--- src/rtl/mc_controller.sv ---
// mc_controller: multicycle RV32I control FSM driving the datapath selects and enables.
// Optional macro MC_CTRL_TRAP_EN: an illegal instruction parks the FSM in HALT until reset.
module mc_controller #(
    parameter int MEM_LATENCY = 1
) (
    input  logic       clk,
    input  logic       reset,
    input  logic [6:0] op_code,
    input  logic [2:0] funct3,
    input  logic [6:0] funct7,
    input  logic       Zero,
    output logic       adr_src,
    output logic       mem_write,
    output logic       IR_write,
    output logic       reg_write,
    output logic       PC_write,
    output logic [1:0] result_src,
    output logic [1:0] alu_src_a,
    output logic [1:0] alu_src_b,
    output logic [2:0] imm_src,
    output logic [3:0] alu_control,
    output logic       illegal,
    output logic       retire
);

    typedef enum logic [4:0] {
        S_FETCH, S_DECODE, S_MEMADR, S_MEMREAD, S_MEMWB, S_MEMWRITE,
        S_EXECR, S_EXECI, S_ALUWB, S_BRANCH, S_JAL, S_JALR, S_JALR_LINK,
        S_LUI, S_AUIPC, S_ILLEGAL, S_HALT
    } state_t;

    localparam logic [6:0] OP_LOAD  = 7'b0000011;
    localparam logic [6:0] OP_STORE = 7'b0100011;
    localparam logic [6:0] OP_R     = 7'b0110011;
    localparam logic [6:0] OP_I     = 7'b0010011;
    localparam logic [6:0] OP_BR    = 7'b1100011;
    localparam logic [6:0] OP_JAL   = 7'b1101111;
    localparam logic [6:0] OP_JALR  = 7'b1100111;
    localparam logic [6:0] OP_LUI   = 7'b0110111;
    localparam logic [6:0] OP_AUIPC = 7'b0010111;
    localparam logic [6:0] OP_FENCE = 7'b0001111;

    localparam logic [3:0] ALU_ADD  = 4'd0;
    localparam logic [3:0] ALU_SUB  = 4'd1;
    localparam logic [3:0] ALU_AND  = 4'd2;
    localparam logic [3:0] ALU_OR   = 4'd3;
    localparam logic [3:0] ALU_XOR  = 4'd4;
    localparam logic [3:0] ALU_SLT  = 4'd5;
    localparam logic [3:0] ALU_SLTU = 4'd6;
    localparam logic [3:0] ALU_SLL  = 4'd7;
    localparam logic [3:0] ALU_SRL  = 4'd8;
    localparam logic [3:0] ALU_SRA  = 4'd9;

    localparam logic [2:0] LAT = 3'(MEM_LATENCY);

    state_t     r_state;
    state_t     w_next;
    logic [2:0] r_cnt;
    logic       r_illegal;
    logic       w_hold;
    logic       w_cnt_done;
    logic       w_mem_write;
    logic       w_ir_write;
    logic       w_reg_write;
    logic       w_pc_write;
    logic       w_retire;
    logic       w_unused;

    function automatic logic [3:0] alu_decode(input logic [2:0] f3, input logic alt);
        logic [3:0] op;
        case (f3)
            3'b000:  op = alt ? ALU_SUB : ALU_ADD;
            3'b001:  op = ALU_SLL;
            3'b010:  op = ALU_SLT;
            3'b011:  op = ALU_SLTU;
            3'b100:  op = ALU_XOR;
            3'b101:  op = alt ? ALU_SRA : ALU_SRL;
            3'b110:  op = ALU_OR;
            default: op = ALU_AND;
        endcase
        return op;
    endfunction

    // Only funct7[5] distinguishes SUB/SRA; the remaining bits are ignored.
    assign w_unused = ^{funct7[6], funct7[4:0]};

    assign w_hold     = (r_state == S_FETCH) || (r_state == S_MEMREAD);
    assign w_cnt_done = (r_cnt == LAT);

    always_ff @(posedge clk) begin
        if (!reset) begin
            r_state   <= S_FETCH;
            r_cnt     <= '0;
            r_illegal <= 1'b0;
        end else begin
            r_state <= w_next;
            if (w_hold && !w_cnt_done)
                r_cnt <= r_cnt + 3'd1;
            else
                r_cnt <= '0;
            if (w_next == S_ILLEGAL)
                r_illegal <= 1'b1;
        end
    end

    always_comb begin
        w_next      = r_state;
        adr_src     = 1'b0;
        result_src  = 2'd0;
        alu_src_a   = 2'd0;
        alu_src_b   = 2'd0;
        imm_src     = 3'd0;
        alu_control = ALU_ADD;
        w_mem_write = 1'b0;
        w_ir_write  = 1'b0;
        w_reg_write = 1'b0;
        w_pc_write  = 1'b0;
        w_retire    = 1'b0;
        case (r_state)
            S_FETCH: begin
                alu_src_b  = 2'd2;
                result_src = 2'd2;
                if (w_cnt_done) begin
                    w_ir_write = 1'b1;
                    w_pc_write = 1'b1;
                    w_next     = S_DECODE;
                end
            end
            S_DECODE: begin
                // ALU_out captures old_PC + imm as the branch/JAL target.
                alu_src_a = 2'd1;
                alu_src_b = 2'd1;
                imm_src   = (op_code == OP_JAL) ? 3'd3 : 3'd2;
                case (op_code)
                    OP_LOAD, OP_STORE: w_next = S_MEMADR;
                    OP_R:              w_next = S_EXECR;
                    OP_I:              w_next = S_EXECI;
                    OP_BR:             w_next = S_BRANCH;
                    OP_JAL:            w_next = S_JAL;
                    OP_JALR:           w_next = S_JALR;
                    OP_LUI:            w_next = S_LUI;
                    OP_AUIPC:          w_next = S_AUIPC;
                    OP_FENCE: begin
                        w_retire = 1'b1;
                        w_next   = S_FETCH;
                    end
                    default:           w_next = S_ILLEGAL;
                endcase
            end
            S_MEMADR: begin
                alu_src_a = 2'd2;
                alu_src_b = 2'd1;
                if (op_code == OP_STORE) begin
                    imm_src = 3'd1;
                    w_next  = S_MEMWRITE;
                end else begin
                    w_next  = S_MEMREAD;
                end
            end
            S_MEMREAD: begin
                adr_src = 1'b1;
                if (w_cnt_done)
                    w_next = S_MEMWB;
            end
            S_MEMWB: begin
                result_src  = 2'd1;
                w_reg_write = 1'b1;
                w_retire    = 1'b1;
                w_next      = S_FETCH;
            end
            S_MEMWRITE: begin
                adr_src     = 1'b1;
                w_mem_write = 1'b1;
                w_retire    = 1'b1;
                w_next      = S_FETCH;
            end
            S_EXECR: begin
                alu_src_a   = 2'd2;
                alu_control = alu_decode(funct3, funct7[5]);
                w_next      = S_ALUWB;
            end
            S_EXECI: begin
                // ADDI has no SUB form; funct7[5] only selects SRAI.
                alu_src_a   = 2'd2;
                alu_src_b   = 2'd1;
                alu_control = alu_decode(funct3, (funct3 == 3'b101) && funct7[5]);
                w_next      = S_ALUWB;
            end
            S_ALUWB: begin
                w_reg_write = 1'b1;
                w_retire    = 1'b1;
                w_next      = S_FETCH;
            end
            S_BRANCH: begin
                alu_src_a = 2'd2;
                w_retire  = 1'b1;
                w_next    = S_FETCH;
                case (funct3)
                    3'b000: begin alu_control = ALU_SUB;  w_pc_write = Zero;  end
                    3'b001: begin alu_control = ALU_SUB;  w_pc_write = ~Zero; end
                    3'b100: begin alu_control = ALU_SLT;  w_pc_write = ~Zero; end
                    3'b101: begin alu_control = ALU_SLT;  w_pc_write = Zero;  end
                    3'b110: begin alu_control = ALU_SLTU; w_pc_write = ~Zero; end
                    3'b111: begin alu_control = ALU_SLTU; w_pc_write = Zero;  end
                    default: begin
                        w_retire = 1'b0;
                        w_next   = S_ILLEGAL;
                    end
                endcase
            end
            S_JAL: begin
                w_pc_write = 1'b1;
                alu_src_a  = 2'd1;
                alu_src_b  = 2'd2;
                w_next     = S_ALUWB;
            end
            S_JALR: begin
                alu_src_a  = 2'd2;
                alu_src_b  = 2'd1;
                result_src = 2'd2;
                w_pc_write = 1'b1;
                w_next     = S_JALR_LINK;
            end
            S_JALR_LINK: begin
                alu_src_a = 2'd1;
                alu_src_b = 2'd2;
                w_next    = S_ALUWB;
            end
            S_LUI: begin
                imm_src     = 3'd4;
                result_src  = 2'd3;
                w_reg_write = 1'b1;
                w_retire    = 1'b1;
                w_next      = S_FETCH;
            end
            S_AUIPC: begin
                alu_src_a = 2'd1;
                alu_src_b = 2'd1;
                imm_src   = 3'd4;
                w_next    = S_ALUWB;
            end
            S_ILLEGAL: begin
`ifdef MC_CTRL_TRAP_EN
                w_next = S_HALT;
`else
                w_next = S_FETCH;
`endif
            end
            S_HALT:  w_next = S_HALT;
            default: w_next = S_FETCH;
        endcase
    end

    // Holding reset low suppresses every write, including mid-instruction.
    assign mem_write = w_mem_write & reset;
    assign IR_write  = w_ir_write & reset;
    assign reg_write = w_reg_write & reset;
    assign PC_write  = w_pc_write & reset;
    assign retire    = w_retire & reset;
    assign illegal   = r_illegal;

endmodule

--- config.mk ---
export PLATFORM = sky130hd
export DESIGN_NAME = mc_controller
export DESIGN_NICKNAME = d
export VERILOG_FILES = /design/src/rtl/mc_controller.sv
export SDC_FILE = /design/constraint.sdc
export NUM_CORES = 1
export LEC_CHECK = 0
export CAP_MARGIN = 20
export CORE_MARGIN = 2
export CORE_UTILIZATION = 55
export DETAILED_ROUTE_END_ITERATION = 8
export DONT_BUFFER_PORTS = 1
export PLACE_DENSITY_LB_ADDON = 0.08
export SYNTH_ARGS = -nofsm -noshare
export SYNTH_HDL_FRONTEND = slang
export SYNTH_SLANG_ARGS = --single-unit
--- constraint.sdc ---
create_clock -name clk -period 1.7 [get_ports clk]
set_input_delay 0.34 -clock clk [delete_from_list [all_inputs] [get_ports clk]]
set_output_delay 0.34 -clock clk [all_outputs]
set_load 0.005 [all_outputs]
==> out/metrics.yaml <==
p_total_mw: 2.081
wl_met3_um: 294
holdPathStages: 2
ant_nets: 0
worst_hold_slack_ps: 218.5
cts_buffer_depth: 2
cts.sinks: 9
clk_latency_ps: 250
layout.cells.non_filler: 217
critical_path_peak_fanout: 10
dp_hpwl_mm: 2.355
pre_cts_ws_ps: -116.8
antenna_cells: 0
overflow: 0
cts.reportedPaths.clkPinSlew_ps: 50
dp_cells: 202
yosys_register_bits: 9
coreArea_um2: 1962
start_kind: "flip-flop"
max_freq_mhz: 526.9
root_buffer: "clkbuf_4"
syn-instance-count: 161
slew-limit-headroom_pct: 71.37
final_nets: 213
r2r-start: "r_state[2]"
htreeDepth: 1
fin_ws_ps: -197.9
cap_violations: 0
postSynthAreaPerCell_um2: 7.064
cp.required_ps: 1360
drc: 0
power_density_nw_per_um2: 1241
rows: 16
hold_class: "input pin to flip-flop"
viasPerCell: 6.396
min_from: "reset"
antenna_found_initial: 0
wl_met1_mm: 1.426
vias: 1388
grt_pass1_vias: 1235
layout-drive-gt1-share_pct: 47.37
grt_pass1_wl_mm: 5.347
die_x_um: 49.48
top_layer: "met4"
tightest_slew_ps: 426.2
slew_viol_final: 0
end_kind: "output port"
tritoncts: "built"
first_pass_iters: 4
path_class: "flip-flop to output port"
layout-area-overhead-vs-synth_pct: 47.41
wl_mm: 3.710
reg2reg_to: "illegal"
violations: "setup timing"
fin_skew_ps: 0.6416
place.gp.congestion: 0.8958
grt_use_total_pct: 27.13
rrSetupSlack_ps: -100
synth_seq_area_share_pct: 15.84
synth_nets: 183
finalSetupTns_ps: -1083
synth_edf_count: 0
period_share_pct: 111.6
portBuffers: 0
yosys_warnings: 0
final_common_cell: "buf_4"
final_cell_mix: "30 x buf_4, 13 x nor2_1, 11 x nand2_1"
whs_endpoint: "illegal"
period_needed_ps: 1898
async_reset_ff_share_pct: 0
rsz0062_at_grt: "yes"
initial_core_util_pct: 57.97
ys.flop_type: "dfxtp_1"
cp.arrival_ps: 1560
vdd_ir_drop_max_mv: 0.9840
numCtsBuffers: 3
die_h_um: 49.48
die_area_um2: 2448
leakage_nw: 0.6432
worstRegToRegCells: 8
drtIter0Drc: 52
ioPinCount: 40
setup_viol: 10
hold_viol: 0
synth.distinct_cells: 50
grt_max_degree: 13
outcome: "finished, violations left"
wl_met2_mm: 1.886
wire_per_inst_um: 17.10
synth_area_um2: 1137
[worst max-delay path, stage by stage, from the launching register on]
cell,delay [ps]
dfxtp_4,400
buf_6,170
nand2_1,70
o21ai_0,340
o32ai_2,130
and2_1,200
[where the power goes]
| group | switching, mW | internal, mW | total [mW] |
|---|---|---|---|
| Sequential | 0.0653 | 0.272 | 0.337 |
| Combinational | 0.784 | 0.806 | 1.59 |
| Clock | 0.0641 | 0.0898 | 0.154 |
| Total | 0.913 | 1.17 | 2.08 |
[cell usage after synthesis (all sizes together), types with 2 or more instances]
cell,count,share of area [%]
nor2,18,5.9
nand2,14,4.6
a21oi,13,5.7
buf,11,5.9
dfxtp,9,16
nand2b,7,3.9
nor3,7,4.1
nor3b,7,5.1
o21ai,7,3.1
xnor2,5,3.9
and3,4,2.6
nand3,4,1.8
nor2b,4,2.2
o31ai,4,2.6
clkbuf,3,0.99
nand4,3,1.7
nand4b,3,2.3
a211oi,2,1.3
a221oi,2,1.5
a31oi,2,1.1
and2,2,1.1
and2b,2,1.5
and4,2,1.5
ha,2,2.2
inv,2,0.66
mux2i,2,1.8
nand3b,2,1.3
o211ai,2,1.3
o41ai,2,2.2
or3,2,1.5
xor2,2,1.5
[layer usage]
metal | vias to the layer above | track usage, %
met1 | 633 | 33.52
met3 | 12 | 3.333
met2 | 89 | 48.65
met4 | 0 | 8.796
li1 | 654 | -
met5 | - | 0
[final cells by class]
| cell class | instances | area [um^2] |
|---|---|---|
| Clock buffer | 4 | 26.28 |
| Inverter | 2 | 7.507 |
| Timing Repair Buffer | 39 | 326.6 |
| Fill cell | 110 | 285.3 |
| Multi-Input combinational cell | 136 | 1086 |
| Sequential cell | 9 | 196.4 |
| Tap cell | 27 | 33.78 |
[cells by family after synthesis]
group	synth area share, %
adders and majority gates	2.200
xor gates and xnor gates	5.391
buffers and inverters	7.591
and+or+nand+nor	44.12
DFF	15.84
AOI/OAI and AO/OA	23.10
muxes	1.760
[state kept, by name, summed over array words and instances, names as in the netlist]
signal and cells:
illegal 1, r_state 5, r_cnt 3
[how the worst max path moves through the flow]
stage	start	endpoint	slack [ps]	depth (start not counted)
2_1_floorplan	r_state[2]	retire	30	6
3_3_place_gp	r_cnt[1]	illegal	-30	7
3_5_place_dp	r_cnt[1]	illegal	-120	7
4_1_cts	r_state[2]	imm_src[0]	-140	4
5_1_grt	r_state[2]	imm_src[0]	-230	4
6_report	r_state[3]	retire	-200	5
[repair_timing]
action                                  CTS  global route
endpoints found under the setup margin   16            17
resized for setup                        36            33
setup buffers                             8             3
pin swaps                                12            18
hold buffers                              0             0
[metrics by stage]
| stage | instance area, um^2 | utilization, % |
|---|---|---|
| finish | 1677 | 85.46 |
| detailed placement | 1303 | 66.39 |
| floorplan | 1137 | - |
| CTS | 1508 | 76.85 |
| global placement | 1303 | 66.39 |
| global route | 1677 | 85.46 |
No activity file was read; power rests on OpenSTA's default activity.
